<file path="config.mk">
export PLATFORM = sky130hd
export DESIGN_NAME = mem_arbiter
export DESIGN_NICKNAME = d
export VERILOG_FILES = /design/src/rtl/mem_arbiter.sv
export SDC_FILE = /design/constraint.sdc
export NUM_CORES = 1
export LEC_CHECK = 0
export ABC_AREA = 1
export CORE_ASPECT_RATIO = 0.5
export CORE_MARGIN = 2
export CORE_UTILIZATION = 39
export DETAILED_ROUTE_END_ITERATION = 12
export PLACE_DENSITY = 0.8
export SYNTH_ARGS = -nofsm -noshare
export SYNTH_HDL_FRONTEND = slang
export SYNTH_SLANG_ARGS = --single-unit
</file>
<file path="constraint.sdc">
create_clock -name clock -period 1.4 [get_ports clock]
set_input_delay 0.28 -clock clock [delete_from_list [all_inputs] [get_ports clock]]
set_output_delay 0.28 -clock clock [all_outputs]
set_load 0.005 [all_outputs]
</file>
<file path="src/rtl/mem_arbiter.sv">
// Two-port arbiter in front of the shared 16-bit word memory: turns per-port req/ack
// handshakes into the memory's level-held rd/wrt strobes, with a sticky timeout flag.
module mem_arbiter #(
  parameter bit          RR_EN   = 1'b1,
  parameter int unsigned TIMEOUT = 15
) (
  input  logic        clock,
  input  logic        reset,
  input  logic        a_req,
  input  logic        a_we,
  input  logic [9:0]  a_addr,
  input  logic [15:0] a_wdata,
  output logic        a_ack,
  output logic [15:0] a_rdata,
  input  logic        b_req,
  input  logic        b_we,
  input  logic [9:0]  b_addr,
  input  logic [15:0] b_wdata,
  output logic        b_ack,
  output logic [15:0] b_rdata,
  output logic [9:0]  mem_adr,
  output logic [15:0] mem_wdata,
  output logic        mem_rd,
  output logic        mem_wrt,
  input  logic        mem_busy,
  input  logic [15:0] mem_rdata,
  output logic        busy,
  output logic        grant_b,
  output logic        err
);

  typedef enum logic [1:0] {
    ST_IDLE      = 2'd0,
    ST_ISSUE     = 2'd1,
    ST_WAIT_IDLE = 2'd2,
    ST_ACK       = 2'd3
  } state_t;

  // Counter value on the last cycle allowed before aborting.
  localparam logic [7:0] CNT_LAST = 8'(TIMEOUT - 1);

  state_t      state_r;
  logic [7:0]  cnt_r;
  logic        last_b_r;
  logic        we_r;
  logic        any_req_s;
  logic        pick_b_s;
  logic        timeout_s;

  assign any_req_s = a_req | b_req;
  assign timeout_s = (cnt_r == CNT_LAST);

  // Arbitration choice for the next IDLE grant
  always_comb begin
    pick_b_s = 1'b0;
    if (a_req && b_req) begin
      if (RR_EN) begin
        pick_b_s = ~last_b_r;
      end else begin
        pick_b_s = 1'b0;
      end
    end else begin
      pick_b_s = b_req;
    end
  end

  // Sequencer: grant, hold strobe until busy, wait for busy to clear, then ack
  always_ff @(posedge clock) begin
    if (reset) begin
      state_r   <= ST_IDLE;
      cnt_r     <= 8'd0;
      last_b_r  <= 1'b1;
      we_r      <= 1'b0;
      a_ack     <= 1'b0;
      b_ack     <= 1'b0;
      a_rdata   <= 16'h0000;
      b_rdata   <= 16'h0000;
      mem_adr   <= 10'd0;
      mem_wdata <= 16'h0000;
      mem_rd    <= 1'b0;
      mem_wrt   <= 1'b0;
      busy      <= 1'b0;
      grant_b   <= 1'b0;
      err       <= 1'b0;
    end else begin
      case (state_r)
        ST_IDLE: begin
          if (any_req_s) begin
            state_r  <= ST_ISSUE;
            busy     <= 1'b1;
            cnt_r    <= 8'd0;
            grant_b  <= pick_b_s;
            last_b_r <= pick_b_s;
            if (pick_b_s) begin
              we_r      <= b_we;
              mem_adr   <= b_addr;
              mem_wdata <= b_wdata;
              mem_rd    <= ~b_we;
              mem_wrt   <= b_we;
            end else begin
              we_r      <= a_we;
              mem_adr   <= a_addr;
              mem_wdata <= a_wdata;
              mem_rd    <= ~a_we;
              mem_wrt   <= a_we;
            end
          end
        end
        ST_ISSUE: begin
          if (mem_busy) begin
            mem_rd  <= 1'b0;
            mem_wrt <= 1'b0;
            cnt_r   <= 8'd0;
            state_r <= ST_WAIT_IDLE;
          end else if (timeout_s) begin
            // Abort: the transaction is dropped but the requester still gets its ack.
            mem_rd  <= 1'b0;
            mem_wrt <= 1'b0;
            err     <= 1'b1;
            a_ack   <= ~grant_b;
            b_ack   <= grant_b;
            state_r <= ST_ACK;
          end else begin
            cnt_r <= cnt_r + 8'd1;
          end
        end
        ST_WAIT_IDLE: begin
          if (!mem_busy) begin
            if (!we_r) begin
              if (grant_b) begin
                b_rdata <= mem_rdata;
              end else begin
                a_rdata <= mem_rdata;
              end
            end
            a_ack   <= ~grant_b;
            b_ack   <= grant_b;
            state_r <= ST_ACK;
          end else if (timeout_s) begin
            err     <= 1'b1;
            a_ack   <= ~grant_b;
            b_ack   <= grant_b;
            state_r <= ST_ACK;
          end else begin
            cnt_r <= cnt_r + 8'd1;
          end
        end
        ST_ACK: begin
          a_ack   <= 1'b0;
          b_ack   <= 1'b0;
          busy    <= 1'b0;
          state_r <= ST_IDLE;
        end
        default: begin
          a_ack   <= 1'b0;
          b_ack   <= 1'b0;
          mem_rd  <= 1'b0;
          mem_wrt <= 1'b0;
          busy    <= 1'b0;
          state_r <= ST_IDLE;
        end
      endcase
    end
  end

endmodule
</file>
Word-level counts from Yosys, hierarchy flattened

Index checks and enable logic that the tools add are counted.

Memories: 0
Input bits: 75
Bits in latches: 0
ROM bits: 0
Bits in registers: 77
RAM bits: 0
Logic and storage cells: 81

Multiply operators: 0
Equality and inequality tests: 8
Reductions and logical operators: 15
Div/mod/pow operators: 0
Shifts and indexed selects: 0
$lt $le $gt $ge: 0
Add/sub/neg operators: 1
Mux-type cells: 35
Bitwise logic cells: 7

Operators by type and width:

| kind                  | count |
|---|---|
| $mux W8               | 4 |
| $pmux W8 S3           | 1 |
| $mux W1               | 17 |
| $mux W16              | 1 |
| $mux W10              | 1 |
| $reduce_and A3 Y1     | 3 |
| $add A8 B1 Y8 const B | 1 |
| $eq A8 B4 Y1 const B  | 1 |
| $mux W2               | 4 |
| $pmux W1 S2           | 4 |
| $pmux W2 S4           | 1 |
| $reduce_and A4 Y1     | 2 |
| $ne A2 B2 Y1 const B  | 3 |
| $not A1 Y1            | 6 |
| $pmux W1 S3           | 2 |
| $reduce_and A2 Y1     | 3 |
| $reduce_bool A2 Y1    | 3 |
| $reduce_bool A3 Y1    | 2 |
| $eq A2 B2 Y1 const B  | 2 |
| $ne A3 B3 Y1 const B  | 1 |
| $eq A2 B1 Y1 const B  | 1 |
| $logic_not A2 Y1      | 1 |
| $logic_and A1 B1 Y1   | 1 |
| $or A1 B1 Y1          | 1 |

Logic depth before layout (Yosys ltp)

Depth in word-level cells: 5
Depth in mapped cells: 10
Depth with buffers taken out: 10

Worst setup path before layout

Ideal clock, no wire load.

Path kind: register to register
From: register state_r[0]
To: register cnt_r[5]
Arrival: 1.355 ns
Buffers on the path: 0
Library setup time: 0.068 ns
Cell stages (with the launch flop): 10
Slack: -0.023 ns
Cell sequence: dfxtp_1 -> inv_1 -> ha_1 -> nand2_4 -> nand2_2 -> nor2_4 -> nand2_2 -> nor2_2 -> nand2_1 -> a21oi_2

Cells in the longest elaborated chain, start to end: 3
Elaborated cells on any way between the ends: 8
Those cells by class: 4 x eq/ne; 1 x mux; 3 x reduce/logical

Ends and longest elaborated chain:

| element                                                      | line | RTL |
|---|---|---|
| start: declaration                                           | 42   | `state_t state_r;` |
| start signal: assignment                                     | 70   | `state_r <= ST_IDLE;` |
| start signal: assignment                                     | 89   | `state_r <= ST_ISSUE;` |
| start signal: assignment                                     | 114  | `state_r <= ST_WAIT_IDLE;` |
| $eq A2 B2 Y1 (tied with other cells)                         | 86   | `case (state_r)` |
| $ne A2 B2 Y1 (no line) or $reduce_bool A3 Y1 (tied branches) | --   |  |
| $reduce_and A3 Y1 (no line)                                  | --   |  |
| end signal: assignment                                       | 124  | `cnt_r <= cnt_r + 8'd1;` |
| end signal: assignment                                       | 145  | `cnt_r <= cnt_r + 8'd1;` |
| end: declaration                                             | 43   | `logic [7:0] cnt_r;` |

Several ways; a longest one is shown, not always the timed one.
A chain may end at the register's enable or synchronous reset.

Worst setup path after layout

From: register state_r[0]
To: register cnt_r[7]

The elaborated chain is that of the path after synthesis.

==> metrics.yaml <==
routing:
  drc: 0
  detail-route-antenna-nets: 0
  num_vias: 3659
  number_of_iterations_in_the_first_detailed_routing_pass: 5
  vias_per_cell: 4.83
  avgRoutedWirePerCell_um: 13.4
  finalWirelength_um: 10100
  drtIter0Drc: 185
timing:
  timing.final.setup_violations: 1
  rsz0062_at_grt: "yes"
  finalHoldWorstSlack_ps: 462
  slew-limit-headroom: 0.798
  final.period_utilization: 1.01
  worstMarginPinSlew_ps: 302
  fin_worst_skew_ps: 5.48
  layout_setup_ws_ps: -8.40
  total_negative_slack_for_setup_checks_ps: -8.40
  hold_fails_final_rpt: 0
  finalWorstPathRequiredPeriod_ps: 1410
  final_max_slew_viol_count: 0
  max_freq_mhz: 710
synthesis:
  area_fraction_in_compound_gates_after_synthesis: 0.182
  post_synth_main_area_contributors: "sky130_fd_sc_hd__dfxtp_1, sky130_fd_sc_hd__nand2_1, sky130_fd_sc_hd__nor2_1"
  synth_top_family_by_area: "simple AND/OR/NAND/NOR gates"
  synth_area_um2: 3430
  post_synth_adder_cell_area: 0.0255
  synth.cells.most_frequent: "sky130_fd_sc_hd__nand2_1, sky130_fd_sc_hd__nor2_1, sky130_fd_sc_hd__dfxtp_1, sky130_fd_sc_hd__o21ai_0, sky130_fd_sc_hd__a31oi_1"
  ys_async_sr_fraction: 0
  number_of_distinct_library_cell_variants_in_the_gate_level_netlist_after_synthesis: 29
  postSynthAreaPerCell_um2: 7.30
  syn_inst: 470
  synth_simple_gate_area_frac: 0.275
  postSynthNetCount: 552
  synthDominantAreaCellType: "sky130_fd_sc_hd__dfxtp_1"
  ys_seq_area_frac: 0.449
  postSynthRegisterBits: 77
  ys_dominant_reg_cell: "sky130_fd_sc_hd__dfxtp_1"
  synth.mux.area_fraction: 0
  yosys_warnings: 0
  synth-edff-count: 0
  synth_largest_type_area_fraction: 0.449
  fraction_of_synthesized_cell_area_in_xor_and_xnor_cells: 0.00255
  yosys.cell_count.top_type: "sky130_fd_sc_hd__nand2_1"
power_and_ir_drop:
  pwr_density_cell_nw_per_um2: 1060
  power.static_leakage_nw: 2.52
  total_power_mw: 5.93
  vdd_drop_max_uv: 661
place:
  gp_congestion: 0.882
  detailed_place_hpwl_um: 7320
  portBuffers: 139
  placed_cell_area_um2: 5140
run:
  drv_cap: 0
final_layout:
  design.final.nets: 719
  finish.instance_area_um2: 5580
  final_core_util: 0.647
  n_antenna_cell: 0
  area.growth.synth_to_final_pct: 62.6
  drive_gt1_frac: 0.175
critical_path:
  critical_path_required_ps: 1660
  critical_path_class: "flop to flop"
  timing.critical_path.fanout_max: 5
  critical_path_launch_point_type: "flop"
  critPathArrivalTime_ps: 1670
  worst_setup_ep_type: "flop"
clock_tree:
  clkSinkCount: 77
  cts_hold_buffers: 0
  ctsRootBufferMaster: "sky130_fd_sc_hd__clkbuf_16"
  clkLatencyLatePin_ps: 330
  cts_buffers: 9
  cts_tree: "yes"
  clk_pin_slew_ps: 60
  cts-root-to-sink-buffers: 2
  cts.htree.levels: 3
global_routing:
  grt_first_pass_wirelength_um: 16300
  grt_pass1_vias: 3556
  grt_max_degree: 42
  grt.overflow.total: 0
  track_usage: 0.213
  grt_antenna_before_repair: 0
die:
  floorplan.core_area_um2: 8620
  design.die.area_um2: 9610
  die_x_um: 137
  pin_count: 140
  fp-row-count: 24
  fp.dieH_um: 70.3
  start_util: 0.398
min_path:
  hold_path.class: "input pin to flop"
run_status:
  failed_checks: "negative setup slack"
  outcome: "finished with violations"
-- layer usage --
metal | GRT usage | vias to the layer above | wire length (µm)
met5 | 0 | - | 0
met3 | 0.0508 | 25 | 380
li1 | - | 1892 | -
met2 | 0.379 | 79 | 5120
met1 | 0.244 | 1663 | 4350
met4 | 0.0891 | 0 | 287
-- sequential cells by signal, indices dropped and copies added (netlist names), 2 cells and up --
signal / flops
a_rdata: 16
b_rdata: 16
cnt_r: 8
mem_adr: 10
mem_wdata: 16
state_r: 2
-- per-stage QoR --
stage	setup WS, ps	std cells
3_3_place_gp	-232	736
5_1_grt	-77.2	758
6_report	-8.40	758
2_1_floorplan	10.1	470
3_5_place_dp	-280	736
4_1_cts	-3.70	752
-- area by class of cell --
class                      count  area [µm²]
fill                         751        3040
multi-input combinational    345        1790
timing repair buffer         180        1700
sequential                    77        1550
clock buffer                  10         229
tap                          117         146
inverter                      24         105
clock inverter                 5        52.6
-- placed cells by master (no fill, tap or decap), drive strengths merged --
cell type | synthesis | final
ha | 7 | 7
xor2 | 1 | 1
dlymetal6s2s | 0 | 1
a31oi | 27 | 27
nor2 | 94 | 94
dlygate4sd2 | 0 | 65
a21oi | 17 | 17
nor3 | 2 | 2
clkbuf | 9 | 11
o21ai | 71 | 71
nand3b | 2 | 2
or2 | 1 | 1
nand4 | 2 | 2
clkinv | 0 | 3
clkinvlp | 0 | 1
inv | 24 | 24
buf | 15 | 40
bufinv | 0 | 1
dfxtp | 77 | 77
nand2 | 110 | 110
nand3 | 11 | 11
clkdlybuf4s50 | 0 | 73
-- cell families after synthesis --
kind of cell | after synthesis
AOI/OAI and AO/OA | 115
xor gates and xnor gates | 1
adders and majority gates | 7
buffers and inverters | 48
DFF | 77
and+or+nand+nor | 222
-- critical path, stage by stage (launching register included) --
cell and delay [ps]:
sky130_fd_sc_hd__dfxtp_2 350, sky130_fd_sc_hd__buf_4 150, sky130_fd_sc_hd__ha_4 160, sky130_fd_sc_hd__nand2_2 80
sky130_fd_sc_hd__nand2_4 90, sky130_fd_sc_hd__nand2_4 80, sky130_fd_sc_hd__nand3b_1 170, sky130_fd_sc_hd__nor2_1 110
sky130_fd_sc_hd__nor2_1 50, sky130_fd_sc_hd__nor2_1 100
-- repair_timing --
action	4_1_cts	5_1_grt
endpoints found under the hold margin	0	0
pin swaps	1	11
cloned	0	1
resized for setup	79	38
setup buffers	1	5
endpoints found under the setup margin	128	49
-- report_power, final --
part           switching, mW  internal [mW]  leakage, nW
logic                  0.604          0.687         1.75
clock network          0.852           1.36        0.138
registers             0.0805           2.35        0.632
total                   1.54           4.40         2.52
-- final timing paths --
check / from / end / slack [ps] / cells past startpoint
worst min register to register: a_rdata[10] / a_rdata[10] / 480 / 2
worst min-delay path: mem_busy / b_ack / 460 / 5
worst max-delay path: state_r[0] / cnt_r[7] / -8 / 9
worst max register to register: state_r[0] / cnt_r[7] / -8 / 9
(Power assumes the default switching activity.)
